==> src/rtl/isa_pkg.sv <==
// Shared RV32I subset definitions: op codes, opcodes, funct fields.
// Used by the encoder, control unit and ALU control.
package isa_pkg;

  typedef enum logic [2:0] {
    OP_ADD  = 3'd0,
    OP_SUB  = 3'd1,
    OP_LW   = 3'd2,
    OP_SW   = 3'd3,
    OP_BEQ  = 3'd4,
    OP_ADDI = 3'd5
  } op_e;

  localparam logic [6:0] OPC_OP     = 7'b0110011;
  localparam logic [6:0] OPC_LOAD   = 7'b0000011;
  localparam logic [6:0] OPC_STORE  = 7'b0100011;
  localparam logic [6:0] OPC_BRANCH = 7'b1100011;
  localparam logic [6:0] OPC_OP_IMM = 7'b0010011;

  localparam logic [2:0] F3_ADD = 3'b000;
  localparam logic [2:0] F3_W   = 3'b010;
  localparam logic [2:0] F3_BEQ = 3'b000;

  localparam logic [6:0] F7_ADD = 7'b0000000;
  localparam logic [6:0] F7_SUB = 7'b0100000;

endpackage

==> src/rtl/instr_pack.sv <==
// Combinational op + fields -> RV32I word, with illegal/range flags.
// ENC_RANGE_CHECK_EN enables the immediate range check.
module instr_pack
  import isa_pkg::*;
(
  input  logic [2:0]  op,
  input  logic [4:0]  rd,
  input  logic [4:0]  rs1,
  input  logic [4:0]  rs2,
  input  logic [12:0] imm,
  output logic [31:0] instr,
  output logic        illegal,
  output logic        range_fail
);

  always_comb begin
    instr   = '0;
    illegal = 1'b0;
    case (op)
      OP_ADD:  instr = {F7_ADD, rs2, rs1, F3_ADD, rd, OPC_OP};
      OP_SUB:  instr = {F7_SUB, rs2, rs1, F3_ADD, rd, OPC_OP};
      OP_LW:   instr = {imm[11:0], rs1, F3_W, rd, OPC_LOAD};
      OP_SW:   instr = {imm[11:5], rs2, rs1, F3_W,
                        imm[4:0], OPC_STORE};
      OP_BEQ:  instr = {imm[12], imm[10:5], rs2, rs1, F3_BEQ,
                        imm[4:1], imm[11], OPC_BRANCH};
      OP_ADDI: instr = {imm[11:0], rs1, F3_ADD, rd, OPC_OP_IMM};
      default: illegal = 1'b1;
    endcase
  end

`ifdef ENC_RANGE_CHECK_EN
  // 12-bit fit means bits 12 and 11 agree; branch range is only parity
  always_comb begin
    range_fail = 1'b0;
    case (op)
      OP_LW, OP_SW, OP_ADDI: range_fail = imm[12] ^ imm[11];
      OP_BEQ:                range_fail = imm[0];
      default:               range_fail = 1'b0;
    endcase
  end
`else
  assign range_fail = 1'b0;
`endif

endmodule

==> src/rtl/instr_encoder.sv <==
// Encodes instruction requests into RV32I words with sequential addresses.
// Optional macro ENC_RANGE_CHECK_EN drops out-of-range immediates.
module instr_encoder
  import isa_pkg::*;
#(
  parameter int ADDR_W = 8
) (
  input  logic              clk,
  input  logic              rst,
  input  logic              clear,
  input  logic              in_valid,
  output logic              in_ready,
  input  logic [2:0]        in_op,
  input  logic [4:0]        in_rd,
  input  logic [4:0]        in_rs1,
  input  logic [4:0]        in_rs2,
  input  logic [12:0]       in_imm,
  output logic              out_valid,
  input  logic              out_ready,
  output logic [31:0]       out_instr,
  output logic [ADDR_W-1:0] out_addr,
  output logic              err
);

  typedef enum logic {IDLE, HOLD} state_e;

  state_e              state_q, state_d;
  logic [31:0]         instr_q, instr_d;
  logic [ADDR_W-1:0]   addr_q, addr_d;
  logic                err_q, err_d;
  logic [31:0]         pack_word;
  logic                illegal;
  logic                range_fail;

  instr_pack u_pack (
    .op         (in_op),
    .rd         (in_rd),
    .rs1        (in_rs1),
    .rs2        (in_rs2),
    .imm        (in_imm),
    .instr      (pack_word),
    .illegal    (illegal),
    .range_fail (range_fail)
  );

  always_comb begin
    state_d = state_q;
    instr_d = instr_q;
    addr_d  = addr_q;
    err_d   = err_q;
    if (clear) begin
      state_d = IDLE;
      addr_d  = '0;
    end else begin
      case (state_q)
        IDLE: begin
          if (in_valid) begin
            if (illegal || range_fail) begin
              err_d = 1'b1;
            end else begin
              instr_d = pack_word;
              state_d = HOLD;
            end
          end
        end
        HOLD: begin
          if (out_ready) begin
            state_d = IDLE;
            addr_d  = addr_q + ADDR_W'(1);
          end
        end
        default: state_d = IDLE;
      endcase
    end
  end

  always_ff @(posedge clk or posedge rst) begin
    if (rst) begin
      state_q <= IDLE;
      instr_q <= '0;
      addr_q  <= '0;
      err_q   <= 1'b0;
    end else begin
      state_q <= state_d;
      instr_q <= instr_d;
      addr_q  <= addr_d;
      err_q   <= err_d;
    end
  end

  assign in_ready  = (state_q == IDLE) && !rst;
  assign out_valid = (state_q == HOLD);
  assign out_instr = instr_q;
  assign out_addr  = addr_q;
  assign err       = err_q;

endmodule

==> config.mk <==
export PLATFORM = sky130hd
export DESIGN_NAME = instr_encoder
export DESIGN_NICKNAME = d
export VERILOG_FILES = /design/src/rtl/isa_pkg.sv /design/src/rtl/instr_pack.sv /design/src/rtl/instr_encoder.sv
export SDC_FILE = /design/constraint.sdc
export NUM_CORES = 1
export LEC_CHECK = 0
export CAP_MARGIN = 10
export CELL_PAD_IN_SITES_DETAIL_PLACEMENT = 0
export CELL_PAD_IN_SITES_GLOBAL_PLACEMENT = 1
export CORE_ASPECT_RATIO = 1.4
export CORE_MARGIN = 5
export CORE_UTILIZATION = 28
export DETAILED_ROUTE_END_ITERATION = 16
export PLACE_DENSITY_LB_ADDON = 0.1
export SLEW_MARGIN = 20
export SYNTH_ARGS = -nofsm -noshare
export SYNTH_HDL_FRONTEND = slang
export SYNTH_SLANG_ARGS = --single-unit
==> constraint.sdc <==
create_clock -name clk -period 1.4 [get_ports clk]
set_input_delay 0.21 -clock clk [delete_from_list [all_inputs] [get_ports clk]]
set_output_delay 0.21 -clock clk [all_outputs]
set_load 0.02 [all_outputs]
==> Word level (Yosys, flattened, before mapping) <==
Cells that the tools add are included.
{ "word_totals": {"ff_bits": 42, "output_inout_bits": 43, "in_bits": 36} }
{ "classes": {"bitwise": 3, "eq_ne": 5, "reduce_logical": 9, "muxes": 9, "addsub": 1} }
{ "op_table": {"columns": ["operator", "n"], "rows": [
  ["32-bit one-hot mux with 6 select lines", 1],
  ["8-bit two-way mux", 3],
  ["8-bit by 1-bit adder with 8-bit output (second input constant)", 1],
  ["4-bit AND reduction", 2],
  ["3-bit by 2-bit == test with 1-bit output (second input constant)", 2],
  ["3-bit == test (second input constant)", 2],
  ["6-bit OR reduction", 1],
  ["1-bit two-way mux", 4],
  ["2-bit nonzero test", 2],
  ["3-bit by 1-bit == test with 1-bit output (second input constant)", 1],
  ["3-bit logical NOT", 1],
  ["1-bit NOT", 3],
  ["1-bit one-hot mux with 2 select lines", 1],
  ["2-bit AND reduction", 1],
  ["1-bit logical AND", 1],
  ["1-bit logical NOT", 1]
]} }

==> Depth between registers and ports, before layout <==
{ "logic_depth": {"word_depth": 6, "ltp_mapped": 6} }

==> Hierarchy <==
A second synthesis with hierarchy kept.
{ "unflattened": {"cells_unflattened": 215, "area_unflattened_um2": 2398.6} }
{ "modules_own_cells": {"columns": ["mod", "instances", "seq_area_each_um2", "cells_each", "area_each_um2"], "rows": [
  ["instr_encoder", 1, 1051.0, 122, 1690.4],
  ["instr_pack", 1, 0.0, 93, 708.2]
]} }

==> Least setup slack after synthesis <==
OpenSTA, ideal clock, no wires.
{ "synth_timing": {"kind": "flip-flop to flip-flop", "start": "reg state_q, in the netlist out_valid", "end": "reg instr_q[20], in the netlist out_instr[20]", "setup_slack_ns": -0.157, "path_stages_with_launch": 7, "period_less_slack_ns": 1.557, "setup_time_ns": 0.129, "required_time_ns": 1.271, "t_arrival_ns": 1.429, "path_cell_list": "dfrtp_1 -> buf_6 -> or3b_1 -> clkbuf_2 -> nor2_2 -> buf_4 -> a31oi_1"} }
{ "synth_via": {"elab_chain_cells": 2} }
{ "synth_lines": {"columns": ["element", "line", "text"], "rows": [
  ["from (decl)", "instr_encoder.sv:27", "state_e state_q, state_d;"],
  ["from (signal assigned)", "instr_encoder.sv:84", "state_q <= state_d;"],
  ["1-bit NOT (no source line)", null, null],
  ["4-bit AND reduction (no source line)", null, null],
  ["to (signal assigned)", "instr_encoder.sv:85", "instr_q <= instr_d;"],
  ["to (decl)", "instr_encoder.sv:28", "logic [31:0] instr_q, instr_d;"]
]} }
Every way passes these cells.
A chain may end at the register's enable or synchronous reset.

==> Worst setup path after layout <==
{ "layout_timing": {"start": "reg state_q, in the netlist out_valid", "end": "reg addr_q[7], in the netlist out_addr[7]"} }
{ "layout_via": {"elab_chain_cells": 2} }
{ "layout_lines": {"columns": ["element", "line", "text"], "rows": [
  ["2-bit nonzero test (no source line)", null, null],
  ["2-bit AND reduction (no source line)", null, null],
  ["to (signal assigned)", "instr_encoder.sv:86", "addr_q <= addr_d;"],
  ["to (decl)", "instr_encoder.sv:29", "logic [ADDR_W-1:0] addr_q, addr_d;"]
]} }
Every way passes these cells.

==> impl_results.md <==
- Fillers: 671
- R2R Setup Slk: 50 ps
- Post-route ant nets: 0
- Critical path buffer and inverter count: 1
- Post-route DRC: 0
- Root Buffer: clkbuf_8
- Layout cells sized above 1: 0.192
- Period utilization: 0.967
- Pre-Repair DR Iteration Count: 4
- Power Density: 1040 nW/um2
- Iter 0 DRT Violations: 48
- Clock network power share: 0.232
- Clock Skews: 7.46 ps
- Port Buffers: 74
- Crit end category: flip-flop
- CTS tree: built
- Post-synth top flop: dfrtp_1
- Starting Density: 0.287
- First-pass GRT wire length: 9030 um
- Highest-count cells in the layout ignoring fill and taps: dlygate4sd2_1 (38), dfrtp_1 (36), clkdlybuf4s50_1 (32)
- Vias in the first global route: 1797
- Antenna Cells: 0
- Pin count of the biggest net entering global routing: 38
- R2r endpoint: out_addr[7]$_DFFE_PP0P_
- Post-synthesis cell area: 1900 um2
- Switching power: 1.03 mW
- Share of power burned in registers: 0.435
- Placement row count: 35
- CP endpoint: out_addr[7]$_DFFE_PP0P_
- Crit-path max FO: 6
- Die height: 107 um
- P_leak: 1.35 nW
- CTS Buf Count: 5
- Drt wl/cell: 14.4 um
- Minimum clock period: 1350 ps
- Post-synthesis sequential area ratio: 0.487
- Die area: 8560 um2
- Outcome: complete, no violations
- RSZ-0062 raised after global routing: yes
- Global Route Usage Sum: 0.135
- Final setup violation count: 0
- Syn. warnings: 0
- Gpl congestion: 0.775
- EDFF count, synth: 0
- Hold Path Class: input port to asynchronous set/reset pin
- Slew Viols, Final: 0
- Layout Utilization: 0.453
- Cts hold-fix bufs: 0
- Commonest non-fill, non-tap cell in the layout: dlygate4sd2_1
- Die width: 79.6 um
- P_int: 2.08 mW
- Worst-path cell chain: buf_6 -> a21oi_2 -> or4_4 -> a21oi_2
- Multi-input gate area: 897 um2
- R2R cell count: 4
- Worst hold slack: 409 ps
- CTS H-tree lvls: 2
- Avg Cell Area, Syn: 9.95 um2
- Async SR Flop Fraction: 1.00
- Register area: 927 um2
- Synth Register Bits: 37
- Worst-path clk slew: 80 ps
- Startpoint types: flip-flop
- Critical path's slowest cell: or4_4
- Core Region: 6610 um2
- Max VDD drop: 0.000556 V
- Top cell family by delay on the critical path: simple AND/OR/NAND/NOR gates
- Max Buffers Root-to-Sink: 2
- Final WL: 5500 um
- Via count: 1767
- Worst-skew pair later-pin latency: 290 ps
- Max Fclk: 739 MHz
- DP Wirelength: 4150 um
- Layout area overhead: 57.7%
- Largest stage delay on the critical path: 520 ps
- Synth cell types: 40
- Critical Path Source: out_valid$_DFF_PP0_
- Initial antenna violation count: 0
- Worst path depth: 4
- Gr ovfl total: 0
- Final net count: 327
- Worst reg2reg path startpoint: out_valid$_DFF_PP0_
- CTS sink count: 37
- I/O pins: 79
- Max-Cap Viols: 0
- Switching Share: 0.332
- WS Path Type: flip-flop to flip-flop
- Total power draw: 3.11 mW
- Comb power frac: 0.333
- CP required: 1620 ps
- Vias per inst: 4.61
- Syn Inst Count: 191
- CP most frequent cell: a21oi_2
- Final hold vios: 0
- Worst Path Arrival: 1580 ps
## power groups by stage
| stage | clock, mW | sequential [mW] | combinational, mW |
|---|---|---|---|
| after floorplan | 0 | 1.58 | 0.345 |
| after global placement | 0 | 1.38 | 1.15 |
| after detailed placement | 0 | 1.38 | 1.16 |
| after CTS | 0.765 | 1.35 | 1.04 |
| after global routing | 0.797 | 1.38 | 1.12 |
| final | 0.722 | 1.35 | 1.03 |
## Yosys cell counts (all sizes together), types with 3 or more instances
master / number / area share
inv: 3 / 0.0059
buf: 13 / 0.051
a21oi: 20 / 0.055
a32oi: 6 / 0.028
nor2: 7 / 0.015
nand2: 26 / 0.055
clkbuf: 4 / 0.0086
a31oi: 11 / 0.036
dfrtp: 37 / 0.49
o21ai: 14 / 0.037
o211ai: 5 / 0.020
mux2: 5 / 0.039
nand2b: 3 / 0.0099
nor3b: 3 / 0.018
nand3: 4 / 0.011
mux2i: 3 / 0.016
or3: 3 / 0.0099
a22o: 3 / 0.014
## logic make-up (layout without fill, tap and decap cells)
group,after synthesis,in the layout,share of synthesized area
xor gates and xnor gates,2,2,0.00922
muxes,8,8,0.0553
adders and majority gates,1,1,0.00658
AOI/OAI and AO/OA,65,65,0.213
other,1,4,0.00197
buffers and inverters,20,116,0.0652
DFF,37,37,0.487
and+or+nand+nor,57,58,0.161
## repair_timing
action | in CTS | in global routing
buffers inserted | 0 | 3
gates cloned | 0 | 1
pin swaps | 0 | 2
setup endpoints to repair | 40 | 24
resized for setup | 41 | 12
## through the flow
step | std cells | setup slack (ps) | instance area (um2) | TNS, ps
floorplan | 194 | -132 | 1930 | -2190
detailed placement | 371 | -281 | 2900 | -7400
global placement | 371 | -293 | 2900 | -7300
finish | 383 | 46.7 | 3000 | 0
global route | 383 | -77.6 | 3000 | -185
CTS | 379 | 2.84 | 2930 | 0
## how the worst min path moves through the flow
| stage | start | to | slack, ps |
|---|---|---|---|
| 2_1_floorplan | in_rs1[0] | out_instr[15]$_DFFE_PP0P_ | 360 |
| 3_3_place_gp | err$_DFFE_PP0P_ | err$_DFFE_PP0P_ | 450 |
| 3_5_place_dp | err$_DFFE_PP0P_ | err$_DFFE_PP0P_ | 450 |
| 4_1_cts | rst | out_addr[0]$_DFFE_PP0P_ | 420 |
| 5_1_grt | rst | out_addr[0]$_DFFE_PP0P_ | 450 |
| 6_report | rst | out_addr[0]$_DFFE_PP0P_ | 410 |
## flip-flops by register name, summed over array words and instances, names as in the netlist
name       cells
out_addr       8
err            1
out_instr     27
out_valid      1
## routing by layer
| layer | vias to the layer above | track usage | routed length (um) |
|---|---|---|---|
| met5 | - | 0 | 0 |
| met4 | 0 | 0.0405 | 65 |
| met3 | 6 | 0.0377 | 318 |
| met2 | 44 | 0.228 | 2890 |
| met1 | 834 | 0.165 | 2220 |
| li1 | 883 | - | - |
## tightest hold or removal path, cell delays in order
cell             delay, ps
clkdlybuf4s50_1        420
buf_4                  130
inv_1                   80
buf_12                 230
## cell type report
class | instances | share of cell area
clock buffers | 6 | 0.0242
clock inverters | 2 | 0.00334
inverters | 3 | 0.00376
multi-input cells | 138 | 0.299
flip-flops and latches | 37 | 0.309
well taps | 92 | 0.0384
repair buffers | 105 | 0.322
Power figures use the tool's default switching activity.
